[src/rtl/stage_sequencer_pkg.sv]
// -----------------------------------------------------------------------------
// stage_sequencer_pkg
// Shared definitions for the multi-cycle stage controller and every per-stage
// control block that decodes the shared `stage` bus.
//   NUM_STAGES / STAGE_W : number of stages and width of the stage bus
//   STAGE_*              : stage encodings, FETCH=0 ... WRITEBACK=4
//   seq_state_e          : controller FSM state encodings
// -----------------------------------------------------------------------------
`ifndef NUM_STAGES
`define NUM_STAGES 5
`endif

package stage_sequencer_pkg;

    localparam int NUM_STAGES = `NUM_STAGES;
    localparam int STAGE_W    = $clog2(NUM_STAGES);

    localparam logic [STAGE_W-1:0] STAGE_INSTR_FETCH = STAGE_W'(0);
    localparam logic [STAGE_W-1:0] STAGE_DECODE      = STAGE_W'(1);
    localparam logic [STAGE_W-1:0] STAGE_EXECUTE     = STAGE_W'(2);
    localparam logic [STAGE_W-1:0] STAGE_MEM         = STAGE_W'(3);
    localparam logic [STAGE_W-1:0] STAGE_WRITEBACK   = STAGE_W'(4);

    typedef enum logic [1:0] {
        SEQ_IDLE   = 2'd0,
        SEQ_RUN    = 2'd1,
        SEQ_HALTED = 2'd2,
        SEQ_FAULT  = 2'd3
    } seq_state_e;

endpackage

[src/rtl/stage_sequencer_wait_timer.sv]
// -----------------------------------------------------------------------------
// stage_wait_timer
// Counts memory wait cycles for the current FETCH/MEM stage and flags when the
// allowed budget has been used up.
//   clk, rst_n : clock, asynchronous active-low reset
//   count      : this cycle is a wait cycle (request high, ready low)
//   clear      : stage advanced or controller not running; restart from 0
//   expired    : MAX_WAIT wait cycles have already been counted
// -----------------------------------------------------------------------------
module stage_wait_timer #(
    parameter int MAX_WAIT = 255,
    parameter int WAIT_W   = $clog2(MAX_WAIT + 1)
) (
    input  logic clk,
    input  logic rst_n,
    input  logic count,
    input  logic clear,
    output logic expired
);

    localparam logic [WAIT_W-1:0] LIMIT = WAIT_W'(MAX_WAIT);

    logic [WAIT_W-1:0] cnt_q;
    logic [WAIT_W-1:0] cnt_d;

    assign expired = (cnt_q == LIMIT);

    // Saturates at LIMIT so the counter never wraps while the FSM decides
    // between "ready just arrived" and "timeout".
    always_comb begin
        cnt_d = cnt_q;
        if (clear) begin
            cnt_d = '0;
        end else if (count && !expired) begin
            cnt_d = cnt_q + 1'b1;
        end
    end

    always_ff @(posedge clk or negedge rst_n) begin
        if (!rst_n) begin
            cnt_q <= '0;
        end else begin
            cnt_q <= cnt_d;
        end
    end

endmodule

[src/rtl/stage_sequencer.sv]
// -----------------------------------------------------------------------------
// stage_sequencer
// Multi-cycle stage controller for the non-pipelined core. Walks the shared
// `stage` bus FETCH -> DECODE -> EXECUTE -> MEM -> WRITEBACK, stretching FETCH
// and MEM while memory is busy, faulting on a memory timeout and parking the
// core on a HALT instruction.
//
// Ports:
//   clk, rst_n            clock, asynchronous active-low reset
//   start                 begin/resume from IDLE or HALTED (ignored elsewhere)
//   imem_ready            instruction memory returned data this cycle
//   mem_op, halt_instr    decode results, valid from DECODE onward
//   dmem_ready            data memory completed access this cycle
//   stage                 current stage encoding
//   imem_req, dmem_req    memory requests
//   retire                one-cycle pulse in WRITEBACK
//   halted, fault         parked after HALT / sticky memory timeout
//   perf_retired/stalls   performance counters
//
// Optional feature: define SEQ_PERF_COUNTERS_EN to build the performance
// counters; otherwise both perf ports are tied to 0.
//
// Handshake: a request (imem_req/dmem_req) is held high, with the stage
// frozen, until the matching ready is seen high in the same cycle; the stage
// advances on that edge. A ready without a request is ignored.
// -----------------------------------------------------------------------------
module stage_sequencer
    import stage_sequencer_pkg::*;
#(
    parameter int MAX_WAIT = 255,
    parameter int WAIT_W   = $clog2(MAX_WAIT + 1)
) (
    input  logic               clk,
    input  logic               rst_n,
    input  logic               start,
    input  logic               imem_ready,
    input  logic               mem_op,
    input  logic               dmem_ready,
    input  logic               halt_instr,
    output logic [STAGE_W-1:0] stage,
    output logic               imem_req,
    output logic               dmem_req,
    output logic               retire,
    output logic               halted,
    output logic               fault,
    output logic [31:0]        perf_retired,
    output logic [31:0]        perf_stalls
);

    seq_state_e         state_q, state_d;
    logic [STAGE_W-1:0] stage_q, stage_d;
    logic               advance;
    logic               wait_cycle;
    logic               expired;

    // All outputs are decoded from registered state so an asynchronous reset
    // clears them immediately.
    always_comb begin
        state_d    = state_q;
        stage_d    = stage_q;
        imem_req   = 1'b0;
        dmem_req   = 1'b0;
        retire     = 1'b0;
        advance    = 1'b0;
        wait_cycle = 1'b0;
        case (state_q)
            SEQ_IDLE: begin
                if (start) begin
                    state_d = SEQ_RUN;
                    stage_d = STAGE_INSTR_FETCH;
                end
            end
            SEQ_RUN: begin
                case (stage_q)
                    STAGE_INSTR_FETCH: begin
                        imem_req = 1'b1;
                        // Ready wins over an expired budget in the same cycle.
                        if (imem_ready) begin
                            stage_d = STAGE_DECODE;
                            advance = 1'b1;
                        end else if (expired) begin
                            state_d = SEQ_FAULT;
                        end else begin
                            wait_cycle = 1'b1;
                        end
                    end
                    STAGE_DECODE: begin
                        stage_d = STAGE_EXECUTE;
                        advance = 1'b1;
                    end
                    STAGE_EXECUTE: begin
                        stage_d = STAGE_MEM;
                        advance = 1'b1;
                    end
                    STAGE_MEM: begin
                        if (mem_op) begin
                            dmem_req = 1'b1;
                            if (dmem_ready) begin
                                stage_d = STAGE_WRITEBACK;
                                advance = 1'b1;
                            end else if (expired) begin
                                state_d = SEQ_FAULT;
                            end else begin
                                wait_cycle = 1'b1;
                            end
                        end else begin
                            stage_d = STAGE_WRITEBACK;
                            advance = 1'b1;
                        end
                    end
                    STAGE_WRITEBACK: begin
                        retire  = 1'b1;
                        advance = 1'b1;
                        stage_d = STAGE_INSTR_FETCH;
                        if (halt_instr) begin
                            state_d = SEQ_HALTED;
                        end
                    end
                    default: begin
                        stage_d = STAGE_INSTR_FETCH;
                        advance = 1'b1;
                    end
                endcase
            end
            SEQ_HALTED: begin
                stage_d = STAGE_INSTR_FETCH;
                if (start) begin
                    state_d = SEQ_RUN;
                end
            end
            SEQ_FAULT: begin
                // Frozen until reset.
            end
            default: begin
                state_d = SEQ_IDLE;
                stage_d = STAGE_INSTR_FETCH;
            end
        endcase
    end

    always_ff @(posedge clk or negedge rst_n) begin
        if (!rst_n) begin
            state_q <= SEQ_IDLE;
            stage_q <= STAGE_INSTR_FETCH;
        end else begin
            state_q <= state_d;
            stage_q <= stage_d;
        end
    end

    assign stage  = stage_q;
    assign halted = (state_q == SEQ_HALTED);
    assign fault  = (state_q == SEQ_FAULT);

    stage_wait_timer #(
        .MAX_WAIT (MAX_WAIT),
        .WAIT_W   (WAIT_W)
    ) u_wait_timer (
        .clk     (clk),
        .rst_n   (rst_n),
        .count   (wait_cycle),
        .clear   (advance || (state_q != SEQ_RUN)),
        .expired (expired)
    );

`ifdef SEQ_PERF_COUNTERS_EN
    logic [31:0] perf_retired_q, perf_retired_d;
    logic [31:0] perf_stalls_q, perf_stalls_d;

    always_comb begin
        perf_retired_d = perf_retired_q;
        perf_stalls_d  = perf_stalls_q;
        if (retire) begin
            perf_retired_d = perf_retired_q + 32'd1;
        end
        if (wait_cycle) begin
            perf_stalls_d = perf_stalls_q + 32'd1;
        end
    end

    always_ff @(posedge clk or negedge rst_n) begin
        if (!rst_n) begin
            perf_retired_q <= '0;
            perf_stalls_q  <= '0;
        end else begin
            perf_retired_q <= perf_retired_d;
            perf_stalls_q  <= perf_stalls_d;
        end
    end

    assign perf_retired = perf_retired_q;
    assign perf_stalls  = perf_stalls_q;
`else
    assign perf_retired = '0;
    assign perf_stalls  = '0;
`endif

endmodule

[config.mk]
export PLATFORM = sky130hd
export DESIGN_NAME = stage_sequencer
export DESIGN_NICKNAME = d
export VERILOG_FILES = /design/src/rtl/stage_sequencer_pkg.sv /design/src/rtl/stage_sequencer_wait_timer.sv /design/src/rtl/stage_sequencer.sv
export SDC_FILE = /design/constraint.sdc
export NUM_CORES = 1
export LEC_CHECK = 0
export ABC_AREA = 0
export ABC_CLOCK_PERIOD_IN_PS = 1780
export CAP_MARGIN = 20
export CORE_MARGIN = 5
export CORE_UTILIZATION = 37
export DETAILED_ROUTE_END_ITERATION = 10
export PLACE_DENSITY_LB_ADDON = 0.08
export SETUP_SLACK_MARGIN = 0.05
export SYNTH_ARGS = -nofsm -noshare
export SYNTH_HDL_FRONTEND = slang
export SYNTH_SLANG_ARGS = --single-unit
[constraint.sdc]
create_clock -name clk -period 1.78 [get_ports clk]
set_input_delay 0.356 -clock clk [delete_from_list [all_inputs] [get_ports clk]]
set_output_delay 0.356 -clock clk [all_outputs]
set_load 0.02 [all_outputs]
# Word-level counts from Yosys, hierarchy flattened
# Cells that the tools add are included.
# W data, S select, Z words.
# word_totals
reg_bits	13
latchBits	0
ramBits	0
romBits	0
inputBits	7
out_inout_bits	72
word_cells	67
memories	0
# classes
add_sub_neg	1
n_mul	0
div_mod_pow	0
n_lt_le_gt_ge	0
eq_ne	18
shift	0
muxes	34
bitwise_logic	0
reduce_logical	11
# op_table
operator	n
$mux W1	16
$mux W8	2
$ne A3 B3 Y1 const B	5
$mux W2	6
$mux W3	4
$pmux W3 S4	1
$pmux W3 S3	1
$add A8 B1 Y8 const B	1
$eq A8 B8 Y1 const B	1
$reduce_and A7 Y1	1
$eq A3 B2 Y1 const B	2
$pmux W2 S3	1
$eq A2 B2 Y1 const B	2
$ne A2 B1 Y1 const B	2
$ne A4 B2 Y1 const B	1
$ne A4 B4 Y1 const B	1
$pmux W1 S2	2
$pmux W2 S2	1
$reduce_and A4 Y1	1
$reduce_bool A2 Y1	2
$eq A3 B1 Y1 const B	1
$eq A3 B3 Y1 const B	1
$logic_not A3 Y1	1
$reduce_bool A3 Y1	1
other kinds (7)	7

# Longest topological paths before layout
# depth
depth_word	9
mapped_depth	5
depth_no_buf	5

# Hierarchy
# From an unflattened synthesis, not the netlist that was laid out.
# unflattened
hier_cells	154
area_unflattened_um2	1307.5
# by_module_without_submodules
module	n_inst	cells_each	area_per_inst_um2	seq_area_each_um2
stage_sequencer	1	107	838.3	125.1
stage_wait_timer	1	47	469.2	200.2

# Worst setup path before layout
# OpenSTA, ideal clock, no wires.
# synth_path
kind	reg-to-output
from	register stage_q[2], in the netlist stage[2]
to	output imem_req
arrival_time_ns	1.426
required_ns	1.424
path_slack_ns	-0.002
path_stages_with_launch	3
path_buffers	1
cell_sequence	dfrtp_1 > clkbuf_1 > nor4_1
# synth_between
elab_chain_cells	3
# synth_lines
item	line_no	rtl
start: declaration	stage_sequencer.sv:51	logic [STAGE_W-1:0] stage_q, stage_d;
start signal: assignment	stage_sequencer.sv:147	stage_q <= stage_d;
$logic_not A3 Y1	stage_sequencer.sv:74	case (stage_q)
$mux W1	stage_sequencer.sv:74	
$mux W1	stage_sequencer.sv:66	case (state_q)
end: declaration	stage_sequencer.sv:41	output logic imem_req,
# Every way passes these cells.

# Final worst setup path
# layout_path
from	register u_wait_timer.cnt_q[0]
to	register u_wait_timer.cnt_q[5]
# layout_between
elab_chain_cells	8
elab_cells_between_ends	13
cone_classes	add/sub: 1; eq/ne: 1; mux: 8; reduce/logical: 3
# layout_lines
item	line_no	rtl
start: declaration	stage_sequencer_wait_timer.sv:23	logic [WAIT_W-1:0] cnt_q;
start signal: assignment	stage_sequencer_wait_timer.sv:43	cnt_q <= cnt_d;
$eq A8 B8 Y1	stage_sequencer_wait_timer.sv:26	assign expired = (cnt_q == LIMIT);
$mux W1	stage_sequencer.sv:81, stage_sequencer.sv:101	
$mux W1	stage_sequencer.sv:98	if (dmem_ready) begin
$mux W1	stage_sequencer.sv:96	if (mem_op) begin
$pmux W1 S2	stage_sequencer.sv:74	
$mux W1	stage_sequencer.sv:66	
$logic_and A1 B1 Y1	stage_sequencer_wait_timer.sv:34	end else if (count && !expired) begin
$reduce_bool A2 Y1 (no source line)	-	
# Parallel ways exist; a longest one is shown, timed or not. The select of a mux whose other input is x is not followed.
# A chain may end at the register's enable or synchronous reset.

==> flow_summary.html <==
<table>
<tr><th>Metric</th><th>Value</th></tr>
<tr><th colspan="2">Outcome</th></tr>
<tr><td>Run status</td><td>completed</td></tr>
<tr><th colspan="2">STA</th></tr>
<tr><td>Final setup fails</td><td>0</td></tr>
<tr><td>Highest clock frequency the design can meet</td><td>594 MHz</td></tr>
<tr><td>Setup slack after layout</td><td>0.0966 ns</td></tr>
<tr><td>RSZ-0062 raised after global routing</td><td>true</td></tr>
<tr><td>Max-slew violation count</td><td>0</td></tr>
<tr><td>Part of the cycle the worst path needs</td><td>94.6%</td></tr>
<tr><td>Minimum clock period after layout</td><td>1.68 ns</td></tr>
<tr><td>Number of hold-slack violations in the final timing report</td><td>0</td></tr>
<tr><td>Clk_skew</td><td>0.000494 ns</td></tr>
<tr><td>TNS Setup</td><td>0 ns</td></tr>
<tr><th colspan="2">Critical path</th></tr>
<tr><td>Slowest cell on the critical path</td><td>sky130_fd_sc_hd__or4_1</td></tr>
<tr><td>Crit end category</td><td>register</td></tr>
<tr><td>Slowest stage delay, CP</td><td>0.46 ns</td></tr>
<tr><td>Required time of the critical path</td><td>about 2 ns</td></tr>
<tr><td>CP Buf/Inv Count</td><td>0</td></tr>
<tr><td>Cell family with most CP delay</td><td>simple AND/OR/NAND/NOR gates</td></tr>
<tr><td>Arrival time at the worst endpoint</td><td>1.89 ns</td></tr>
<tr><td>CP max FO</td><td>3</td></tr>
<tr><td>Category of the most critical setup path</td><td>reg2reg</td></tr>
<tr><td>Crit path launch type</td><td>register</td></tr>
<tr><td>Chain of cells forming the critical path</td><td>ha_1 -&gt; and3_4 -&gt; a21o_1 -&gt; or4_1 -&gt; a21oi_1</td></tr>
<tr><th colspan="2">Synthesis</th></tr>
<tr><td>Number of enable-type register cells in the synthesized netlist</td><td>0</td></tr>
<tr><td>Dominant cell type by area after synthesis</td><td>sky130_fd_sc_hd__buf_4</td></tr>
<tr><td>Number of synthesized register bits</td><td>13</td></tr>
<tr><td>Seq/Total Area, Yosys</td><td>a little over a quarter</td></tr>
<tr><td>Synth Cell Area</td><td>between 1000 and 1500 um2</td></tr>
<tr><td>Post-Synthesis Cells</td><td>151</td></tr>
<tr><td>Yosys warning total</td><td>0</td></tr>
<tr><td>Number of distinct library cells after synthesis</td><td>38</td></tr>
<tr><td>Synth top area cells</td><td>sky130_fd_sc_hd__buf_4 39%, sky130_fd_sc_hd__dfrtp_1 26%, sky130_fd_sc_hd__nor2_1 3.0%</td></tr>
<tr><td>Main flop type after synthesis</td><td>sky130_fd_sc_hd__dfrtp_1</td></tr>
<tr><td>Fraction of post-synthesis cell area in the top cell type by area</td><td>38.7%</td></tr>
<tr><td>Share of synthesized registers carrying an async set or reset</td><td>100%</td></tr>
<tr><td>Avg Synthesized Cell Area</td><td>8.23 um2</td></tr>
<tr><th colspan="2">Route</th></tr>
<tr><td>DRT antenna net count</td><td>0</td></tr>
<tr><td>Final routed wirelength across all metal layers</td><td>2310 um</td></tr>
<tr><td>Final routed DRC violation total</td><td>0</td></tr>
<tr><td>Number of DRC violations after detailed-routing iteration 0</td><td>between 50 and 60</td></tr>
<tr><td>First-pass DRT Iterations</td><td>4</td></tr>
<tr><td>Via density</td><td>3.87</td></tr>
<tr><td>DR WL/cell</td><td>just over 10 um</td></tr>
<tr><td>Vias</td><td>863</td></tr>
<tr><th colspan="2">Placement</th></tr>
<tr><td>Weighted congestion reported at the end of routability-driven placement</td><td>0.741</td></tr>
<tr><td>Placed Instance Area</td><td>1270 um2</td></tr>
<tr><td>Minimum setup slack after placement</td><td>-0.213 ns</td></tr>
<tr><td>Post-DP HPWL</td><td>~1900 um</td></tr>
<tr><td>Buffers on Ports</td><td>14</td></tr>
<tr><th colspan="2">CTS</th></tr>
<tr><td>Clock transition at path regs</td><td>roughly 0.090 ns</td></tr>
<tr><td>Clock tree from TritonCTS</td><td>yes</td></tr>
<tr><td>Deepest level of the CTS H-tree</td><td>1</td></tr>
<tr><td>Sink Count</td><td>13</td></tr>
<tr><td>Cell at the root of the clock tree</td><td>sky130_fd_sc_hd__clkbuf_4</td></tr>
<tr><td>Clock Path Buffers</td><td>2</td></tr>
<tr><td>Hold bufs inserted after CTS</td><td>0</td></tr>
<tr><td>Clock buffers created by TritonCTS</td><td>3</td></tr>
<tr><td>Clock latency at the later pin of the worst-skew pair</td><td>0.28 ns</td></tr>
<tr><th colspan="2">Die</th></tr>
<tr><td>Height of the die</td><td>67.9 um</td></tr>
<tr><td>Total Die Area</td><td>4620 um2</td></tr>
<tr><td>Top-level I/O count</td><td>79</td></tr>
<tr><td>Core Area</td><td>about 3300 um2</td></tr>
<tr><td>Number of cell rows</td><td>21</td></tr>
<tr><td>Effective utilization at floorplan</td><td>37.8%</td></tr>
<tr><td>Chip width</td><td>67.9 um</td></tr>
<tr><th colspan="2">Pwr</th></tr>
<tr><td>Combinational Power Share</td><td>approximately three fifths</td></tr>
<tr><td>PwrDens</td><td>1180 nW/um2</td></tr>
<tr><td>Clock network fraction of design power</td><td>12.4%</td></tr>
<tr><td>Switching share of power</td><td>roughly 47%</td></tr>
<tr><td>Static Leakage</td><td>around 0.67 nW</td></tr>
<tr><td>Peak supply drop</td><td>between 0.4 and 0.5 mV</td></tr>
<tr><td>Internal Power</td><td>0.000815 W</td></tr>
<tr><td>Proportion of power drawn by flip-flops and latches</td><td>26.8%</td></tr>
<tr><td>Switch Pwr</td><td>0.000726 W</td></tr>
<tr><th colspan="2">Final layout</th></tr>
<tr><td>Area delta synth-&gt;final</td><td>5.04%</td></tr>
<tr><td>Core utilization of the finished layout</td><td>39.7%</td></tr>
<tr><td>Ratio of cells with drive above 1 in the final layout</td><td>14.7%</td></tr>
<tr><td>FILL cells</td><td>349</td></tr>
<tr><td>Sequential cell area</td><td>325 um2</td></tr>
<tr><td>Area used by multi-input combinational logic</td><td>around 660 um2</td></tr>
<tr><td>Net count reported at finish</td><td>186</td></tr>
<tr><td>Final design instance area without fill</td><td>1310 um2</td></tr>
<tr><td>Antenna Cells</td><td>0</td></tr>
<tr><th colspan="2">GRT</th></tr>
<tr><td>Met3 usage in global routing</td><td>3.61%</td></tr>
<tr><td>Via count of the first global-routing pass</td><td>791</td></tr>
<tr><td>Most congested layer reported by global routing</td><td>met2</td></tr>
<tr><td>Grt met1 use</td><td>11.3%</td></tr>
<tr><td>Largest net degree at the start of global routing</td><td>14</td></tr>
<tr><td>Met2 global-route usage</td><td>16.5%</td></tr>
<tr><td>Gr ovfl total</td><td>0</td></tr>
<tr><td>Wire length of the first global-routing pass</td><td>around 3400 um</td></tr>
<tr><td>Gr usage total</td><td>9.61%</td></tr>
<tr><td>Antenna violations before repair</td><td>0</td></tr>
<tr><th colspan="2">Flow run</th></tr>
<tr><td>Number of violations of the max-capacitance limit</td><td>0</td></tr>
<tr><th colspan="2">Worst hold path</th></tr>
<tr><td>Classification of the worst-slack hold path</td><td>in2async</td></tr>
</table>
[registers in the layout, indices dropped and copies added, names as in the netlist]
signal / count
stage: 3
state_q: 2
u_wait_timer.cnt_q: 8
[cell usage after synthesis, drive strengths merged, types with 2 or more instances]
| library cell | number |
|---|---|
| a21oi | 6 |
| and4 | 2 |
| buf | 65 |
| clkbuf | 2 |
| dfrtp | 13 |
| inv | 4 |
| nand2 | 7 |
| nand2b | 4 |
| nand3 | 4 |
| nand4 | 2 |
| nor2 | 10 |
| nor3 | 2 |
| o21ai | 3 |
| o31ai | 3 |
| or2 | 2 |
| xnor2 | 2 |
[final cells by class]
| type | count | area share [%] |
|---|---|---|
| Inverter | 4 | 1.15 |
| Clock buffer | 3 | 1.73 |
| Sequential cell | 13 | 24.9 |
| Timing Repair Buffer | 26 | 16.8 |
| Tap cell | 46 | 4.41 |
| Clock inverter | 1 | 0.384 |
| Multi-Input combinational cell | 130 | 50.6 |
[worst reg2reg max path: stages, from the launching register on]
cell	delay, ns
sky130_fd_sc_hd__dfrtp_1	0.41
sky130_fd_sc_hd__ha_1	0.24
sky130_fd_sc_hd__and3_4	0.16
sky130_fd_sc_hd__a21o_1	0.18
sky130_fd_sc_hd__or4_1	0.46
sky130_fd_sc_hd__a21oi_1	0.15
[power groups by stage]
stage | Sequential (W) | Combinational (W) | Clock (W)
global placement | 0.000421 | 0.000951 | 0
finish | 0.000413 | 0.000937 | 0.000191
CTS | 0.000416 | 0.000921 | 0.000198
detailed placement | 0.000420 | 0.000949 | 0
floorplan | 0.000458 | 0.000621 | 0
global route | 0.000424 | 0.00103 | 0.000204
[per-stage QoR]
| stage | power, W | std cells | hold WS [ns] |
|---|---|---|---|
| floorplan | 0.00108 | 214 | 0.0604 |
| global placement | 0.00137 | 218 | 0.522 |
| detailed placement | 0.00137 | 218 | 0.529 |
| CTS | 0.00153 | 222 | 0.311 |
| global route | 0.00166 | 223 | 0.330 |
| finish | 0.00154 | 223 | 0.310 |
[placed cells by master (no fill, tap or decap), types with 2 or more instances in the layout]
cell type / count
sky130_fd_sc_hd__inv_1: 4
sky130_fd_sc_hd__a21oi_1: 6
sky130_fd_sc_hd__xnor2_1: 2
sky130_fd_sc_hd__dlygate4sd2_1: 3
sky130_fd_sc_hd__nor3_1: 2
sky130_fd_sc_hd__clkdlybuf4s50_1: 6
sky130_fd_sc_hd__nand2b_1: 4
sky130_fd_sc_hd__or2_2: 2
sky130_fd_sc_hd__nand2_1: 7
sky130_fd_sc_hd__nor2_1: 9
sky130_fd_sc_hd__nand4_1: 2
sky130_fd_sc_hd__buf_2: 2
sky130_fd_sc_hd__dfrtp_1: 13
sky130_fd_sc_hd__buf_4: 13
sky130_fd_sc_hd__o21ai_0: 3
sky130_fd_sc_hd__nand3_1: 4
sky130_fd_sc_hd__clkbuf_4: 3
sky130_fd_sc_hd__conb_1: 64
sky130_fd_sc_hd__o31ai_1: 3
sky130_fd_sc_hd__dlymetal6s2s_1: 2
[worst paths after layout]
path	startpoint	to	slack [ns]	depth (start not counted)
min reg2reg	u_wait_timer.cnt_q[1]	u_wait_timer.cnt_q[1]	0.56	2
max reg2reg	u_wait_timer.cnt_q[0]	u_wait_timer.cnt_q[5]	0.1	5
min in group clk	u_wait_timer.cnt_q[1]	u_wait_timer.cnt_q[1]	0.56	2
max in group asynchronous	rst_n	stage[0]	1.06	2
min	rst_n	u_wait_timer.cnt_q[0]	0.31	1
max	u_wait_timer.cnt_q[0]	u_wait_timer.cnt_q[5]	0.1	5
[layer usage]
layer | up-vias | part of all wire, %
met5 | - | 0
met4 | 0 | 0.61
met3 | 2 | 9.9
met2 | 42 | 50
met1 | 389 | 39
li1 | 430 | -
[repair_timing]
item                                    CTS  global route
resized for setup                        16             5
endpoints found under the setup margin    6             7
setup buffers                             0             1
pin swaps                                 0             0
gates cloned                              0             0
[cell families after synthesis]
logic type      Yosys count  synth area share, %
buf+inv                  71                 40.9
xor+xnor                  3                 2.12
simple gates             40                 17.5
flops                    13                 26.2
compound gates           21                 11.2
fa+ha+maj                 1                 1.01
mux                       1                0.806
other cells               1                0.302
Note: power is estimated with default switching activity, not from simulation.
==> edit 1 (same flow settings) <==
Add a define of `SEQ_PERF_COUNTERS_EN`.
--- a/src/rtl/stage_sequencer.sv
+++ b/src/rtl/stage_sequencer.sv
@@ -24,6 +24,8 @@
 // frozen, until the matching ready is seen high in the same cycle; the stage
 // advances on that edge. A ready without a request is ignored.
 // -----------------------------------------------------------------------------
+`define SEQ_PERF_COUNTERS_EN
+
 module stage_sequencer
     import stage_sequencer_pkg::*;
 #(
Formal check against the unedited RTL: not equivalent (a bounded check fails within 4 cycles, from zero or initial values and one cycle with rst_n low).
==> edit 1 against the original RTL <==
- the run now ends with negative setup slack left
- synthesized area grew to 2.9 times the old value
- sequential cell count grew 64
- global-route usage grew 8.0 points
- synthesized cell count grew 130%
- final area grew to 5.1 times the old value
- worst setup slack lost 0.40 ns
- total power grew to 4.6 times the old value
- wire length grew to 4.5 times the old value
- critical path type unchanged
- largest cell class unchanged
- largest power group unchanged
==> edit 1: results (changes against the original RTL) <==
run status: complete, but fails checks
failing checks: negative setup slack
HPWL Detailed: 6902 µm (+260%)
top cell type's share of synthesized area: 52.78% (+14 points)
Fillers: 778 (+120%)
Setup Viol. Count Final: 45 (+45)
CTS resizes: 188 (+172)
CTS root buf: clkbuf_8
fraction of layout cells with a size suffix above 1: 47.58% (+33 points)
clock latency on the worst-skew pair: 0.35 ns (+0.07 ns)
Slew HR: 68.62%
worst r2r src: perf_stalls[10]
CTS HTree Levels: 3 (+2)
Ant. Diodes: 0 (unchanged)
final setup margin: -0.2988 ns (-0.3954 ns)
port bufs: 78 (+64)
gr usage total: 17.66% (+8.0 points)
Max FO, Critical Path: 2 (-1)
Worst-path clk slew: 0.08 ns
Initial DRT Pass Iterations: 4 (unchanged)
static leakage: 3.230 nW (+380%)
Peak VDD IR: 1147 µV (+180%)
vias in the first global route: 3,478 (+340%)
initial antenna violation count: 0 (unchanged)
# Post-CTS Setup Buffers: 28 (+28)
first-pass GRT wire length: 16,690 µm (+390%)
Vias: 3,335 (+290%)
Synth Warn #: 0 (unchanged)
placed cells: 630 (+190%)
Met3 Routed Length: 399 µm (+75%)
CTS Buf Count: 9 (+6)
WS Path Type: register to register
synth unique cells: 39 (+2.6%)
worst min-delay path class: input port to async pin
met1 Use GR: 24.09% (+13 points)
Worst Skew: 0.01081 ns (+0.01032 ns)
Placer Congestion: 0.8541 (+15%)
wirelength, routed: 10,450 µm (+350%)
total negative slack: -4.669 ns (-4.669 ns)
GR Layer Usage met2: 27.64% (+11 points)
pre-CTS setup slack: -0.6535 ns (-0.4403 ns)
Synth top cells by count: dfrtp_1 (77), xnor2_1 (36), nand2_1 (33)
largest net degree at the start of global routing: 44 (+30)
syn_nets: 361
dominant cells by area after synthesis: dfrtp_1 (53%), xnor2_1 (8.6%), xor2_1 (7.4%)
Cells after Synth: 351 (+130%)
nets: 563 (+200%)
post-synthesis sequential area ratio: 52.78% (+27 points)
Post-synth EDFFs: 0 (unchanged)
Async S/R FF share, synth: 100.0% (unchanged)
met1 wire length: 4732 µm (+420%)
Initial DRC Count: 97 (+76%)
GR Overflow Total: 0 (unchanged)
met3 usage: 3.406% (-0.21 points)
DP Area: 0.005376 mm² (+320%)
CTS Buffer Depth: 2 (unchanged)
Non-Filler Instances: 690 (+210%)
top sig layer: met4
cts hold-fix bufs: 1 (+1)
met2 wire length: 5140 µm (+340%)
## edit 1: cell count changes in the layout (fill, tap and decap cells not counted), sizes merged, moves of 19 or more
cell         before  now
conb             64    0
xor2              1   31
nand2             7   33
nand3             4   23
nor3              2   21
dlygate4sd2       3   63
nor2             10   32
xnor2             2   37
buf              15  126
dfrtp            13   77
## edit 1: worst paths after layout
path / endpoint / slack [ns] / depth (start not counted)
setup / recovery: perf_stalls[22] / -0.30 / 5
hold / removal: perf_stalls[26] / 0.44 / 2
setup reg to reg: perf_stalls[22] / -0.30 / 5
hold reg to reg: perf_retired[31] / 0.46 / 1
max in group asynchronous: perf_stalls[16] / 0.78 / 3
min in group clk: perf_retired[31] / 0.46 / 1
## edit 1: cells by family after synthesis
group	after synthesis	share of synthesized area [%]
flip-flops	77	52.78
buffers and inverters	18	1.988
XOR/XNOR	68	16.52
AND/OR/NAND/NOR	169	24.06
AO/OA/AOI/OAI	11	2.091
multiplexers	5	1.542
adder cells (fa/ha/maj)	3	1.028
## edit 1: area by class of cell
cell class,count,area [µm²],share of cell area [%]
Multi-Input combinational cell,256,2427,36.79
Sequential cell,77,1952,29.58
Timing Repair Buffer,199,1824,27.65
Tap cell,133,166.4,2.522
Clock buffer,11,141.4,2.143
Clock inverter,4,48.80,0.7396
Inverter,10,37.54,0.5689
## edit 1: where the power goes
group | internal, mW | leakage, nW | switching, mW | total, mW
clock | 0.677 | 0.0992 | 0.637 | 1.31
sequential | 1.96 | 0.971 | 0.181 | 2.14
combinational | 1.93 | 2.16 | 1.72 | 3.65
## edit 1: critical path, stage by stage, from the launching register on
cell and delay (ns):
dfrtp_2 0.36, nand4_1 0.15, or4_4 0.45, or4_4 0.43
or4_4 0.44, xnor2_2 0.14
==> edit 2 (same flow settings) <==
Made on the original files. Re-encode `seq_state_e` (4 states) as Gray code, 2 bits wide.
--- a/src/rtl/stage_sequencer_pkg.sv
+++ b/src/rtl/stage_sequencer_pkg.sv
@@ -22,10 +22,10 @@
     localparam logic [STAGE_W-1:0] STAGE_WRITEBACK   = STAGE_W'(4);
 
     typedef enum logic [1:0] {
-        SEQ_IDLE   = 2'd0,
-        SEQ_RUN    = 2'd1,
-        SEQ_HALTED = 2'd2,
-        SEQ_FAULT  = 2'd3
+        SEQ_IDLE   = 2'b00,
+        SEQ_RUN    = 2'b01,
+        SEQ_HALTED = 2'b11,
+        SEQ_FAULT  = 2'b10
     } seq_state_e;
 
 endpackage
Function: same outputs for any inputs over 10 cycles, from zero or initial values and one cycle with rst_n low; not proved beyond that.
==> edit 2 against the original RTL <==
- critical endpoint is now u_wait_timer.cnt_q[0]
- utilization increased by 3.2 points
- synthesized cell count increased by 8.6%
- sequential cell count unchanged
- total power increased by 13%
- worst setup slack got worse by 0.029 ns
- largest cell class unchanged
- largest power group unchanged
- critical path type unchanged
- wire length increased by 18%
- final area increased by 20%
- count of clock-buffer cells in the layout increased by 1
- via count increased by 22%
- maximum frequency decreased by 1.7%
- synthesized area increased by 10%
==> edit 2: results (changes against the original RTL) <==
run status: finished, final reports clean
largest net degree at the start of global routing: 13 (-1)
CTS resizes: 26 (+10)
synth unique cells: 30 (-21%)
static leakage: 0.7721 nW (+15%)
placed cells: 234 (+7.3%)
# Post-CTS Setup Buffers: 5 (+5)
pre-CTS setup slack: -0.3977 ns (-0.1845 ns)
Placer Congestion: 0.7423 (+0.13%)
met2 wire length: 1276 µm (+10%)
r2r setup slk: 0.07 ns (-0.03 ns)
worst r2r src: stage[0]
post-synthesis sequential area ratio: 23.74% (-2.4 points)
Synth top cells by count: buf_4 (64), dfrtp_1 (13), a21oi_1 (11)
vias in the first global route: 962 (+22%)
Max FO, Critical Path: 6 (+3)
wirelength, routed: 2741 µm (+18%)
HPWL Detailed: 2092 µm (+9.6%)
met1 wire length: 1173 µm (+28%)
Peak VDD IR: 468.5 µV (+15%)
Fillers: 384 (+10%)
Worst Skew: 0.0004718 ns (-0.00002257 ns)
Worst-path clk slew: 0.06 ns (-0.03 ns)
Initial DRC Count: 50 (-9.1%)
Logic pwr share: 63.3% (+2.5 points)
gr usage total: 10.13% (+0.52 points)
dominant cells by area after synthesis: buf_4 (35%), dfrtp_1 (24%), ha_1 (5.5%)
Reg2Reg Depth: 5 (unchanged)
Routed wire per std cell: 11.14 µm (+7.4%)
reg2reg end: u_wait_timer.cnt_q[0]
slowest stage cell, crit path: dfrtp_2
Pwr Density: 1120 mW/mm² (-5.2%)
fraction of layout cells with a size suffix above 1: 20.71% (+6.0 points)
Sw Ratio: 43.57% (-3.6 points)
CTS root buf: clkbuf_8
Clk power: 267 µW (+40%)
Met3 Routed Length: 267 µm (+17%)
## edit 2: cell count changes in the layout (fill, tap and decap cells not counted), sizes merged, moves of 3 or more
cell / delta
o41ai: +3
o21ai: +3
nor2b: +3
o211ai: +3
nor2: -7
ha: +5
buf: +8
a21oi: +5
or4: +3
## edit 2: how the worst max path moves through the flow
stage / from / slack [ns] / end / cells after the start
4_1_cts: stage[1] / 0.05 / u_wait_timer.cnt_q[0] / 5
6_report: stage[0] / 0.07 / u_wait_timer.cnt_q[0] / 5
2_1_floorplan: stage[0] / 0.05 / u_wait_timer.cnt_q[3] / 4
5_1_grt: state_q[0] / 0.02 / state_q[0] / 6
3_5_place_dp: imem_ready / -0.40 / u_wait_timer.cnt_q[3] / 5
3_3_place_gp: imem_ready / -0.38 / u_wait_timer.cnt_q[3] / 5
## edit 2: cell type report
cell class / count / share of cell area, %
multi-input combinational: 143 / 53.25
sequential: 13 / 20.93
timing repair buffer: 34 / 18.12
tap: 48 / 3.849
clock buffer: 4 / 2.887
inverter: 4 / 0.9623
## edit 2: logic make-up (layout without fill, tap and decap cells)
logic type	count (synthesis)	in the layout	share of synthesized area [%]
compound gates	29	30	13.06
simple gates	40	40	17.08
mux	3	3	2.374
fa+ha+maj	6	6	5.479
flops	13	13	23.74
buf+inv	72	42	37.99
other cells	1	64	0.2737
## edit 2: routing by layer
metal  up-vias  GRT usage, %
li1        508             -
met1       487         13.18
met2        53         16.27
met3         5         2.841
met4         0         3.132
met5         -             0
## edit 2: through the flow
stage          utilization, %  area [µm²]  hold slack, ns  TNS (ns)
6_report                42.94        1560          0.3860         0
5_1_grt                 42.94        1560          0.4036         0
4_1_cts                 41.12        1494          0.3957         0
3_5_place_dp            38.53        1400          0.5564    -3.323
3_3_place_gp            38.53        1400          0.5571    -3.204
2_1_floorplan               -        1608         0.06041         0
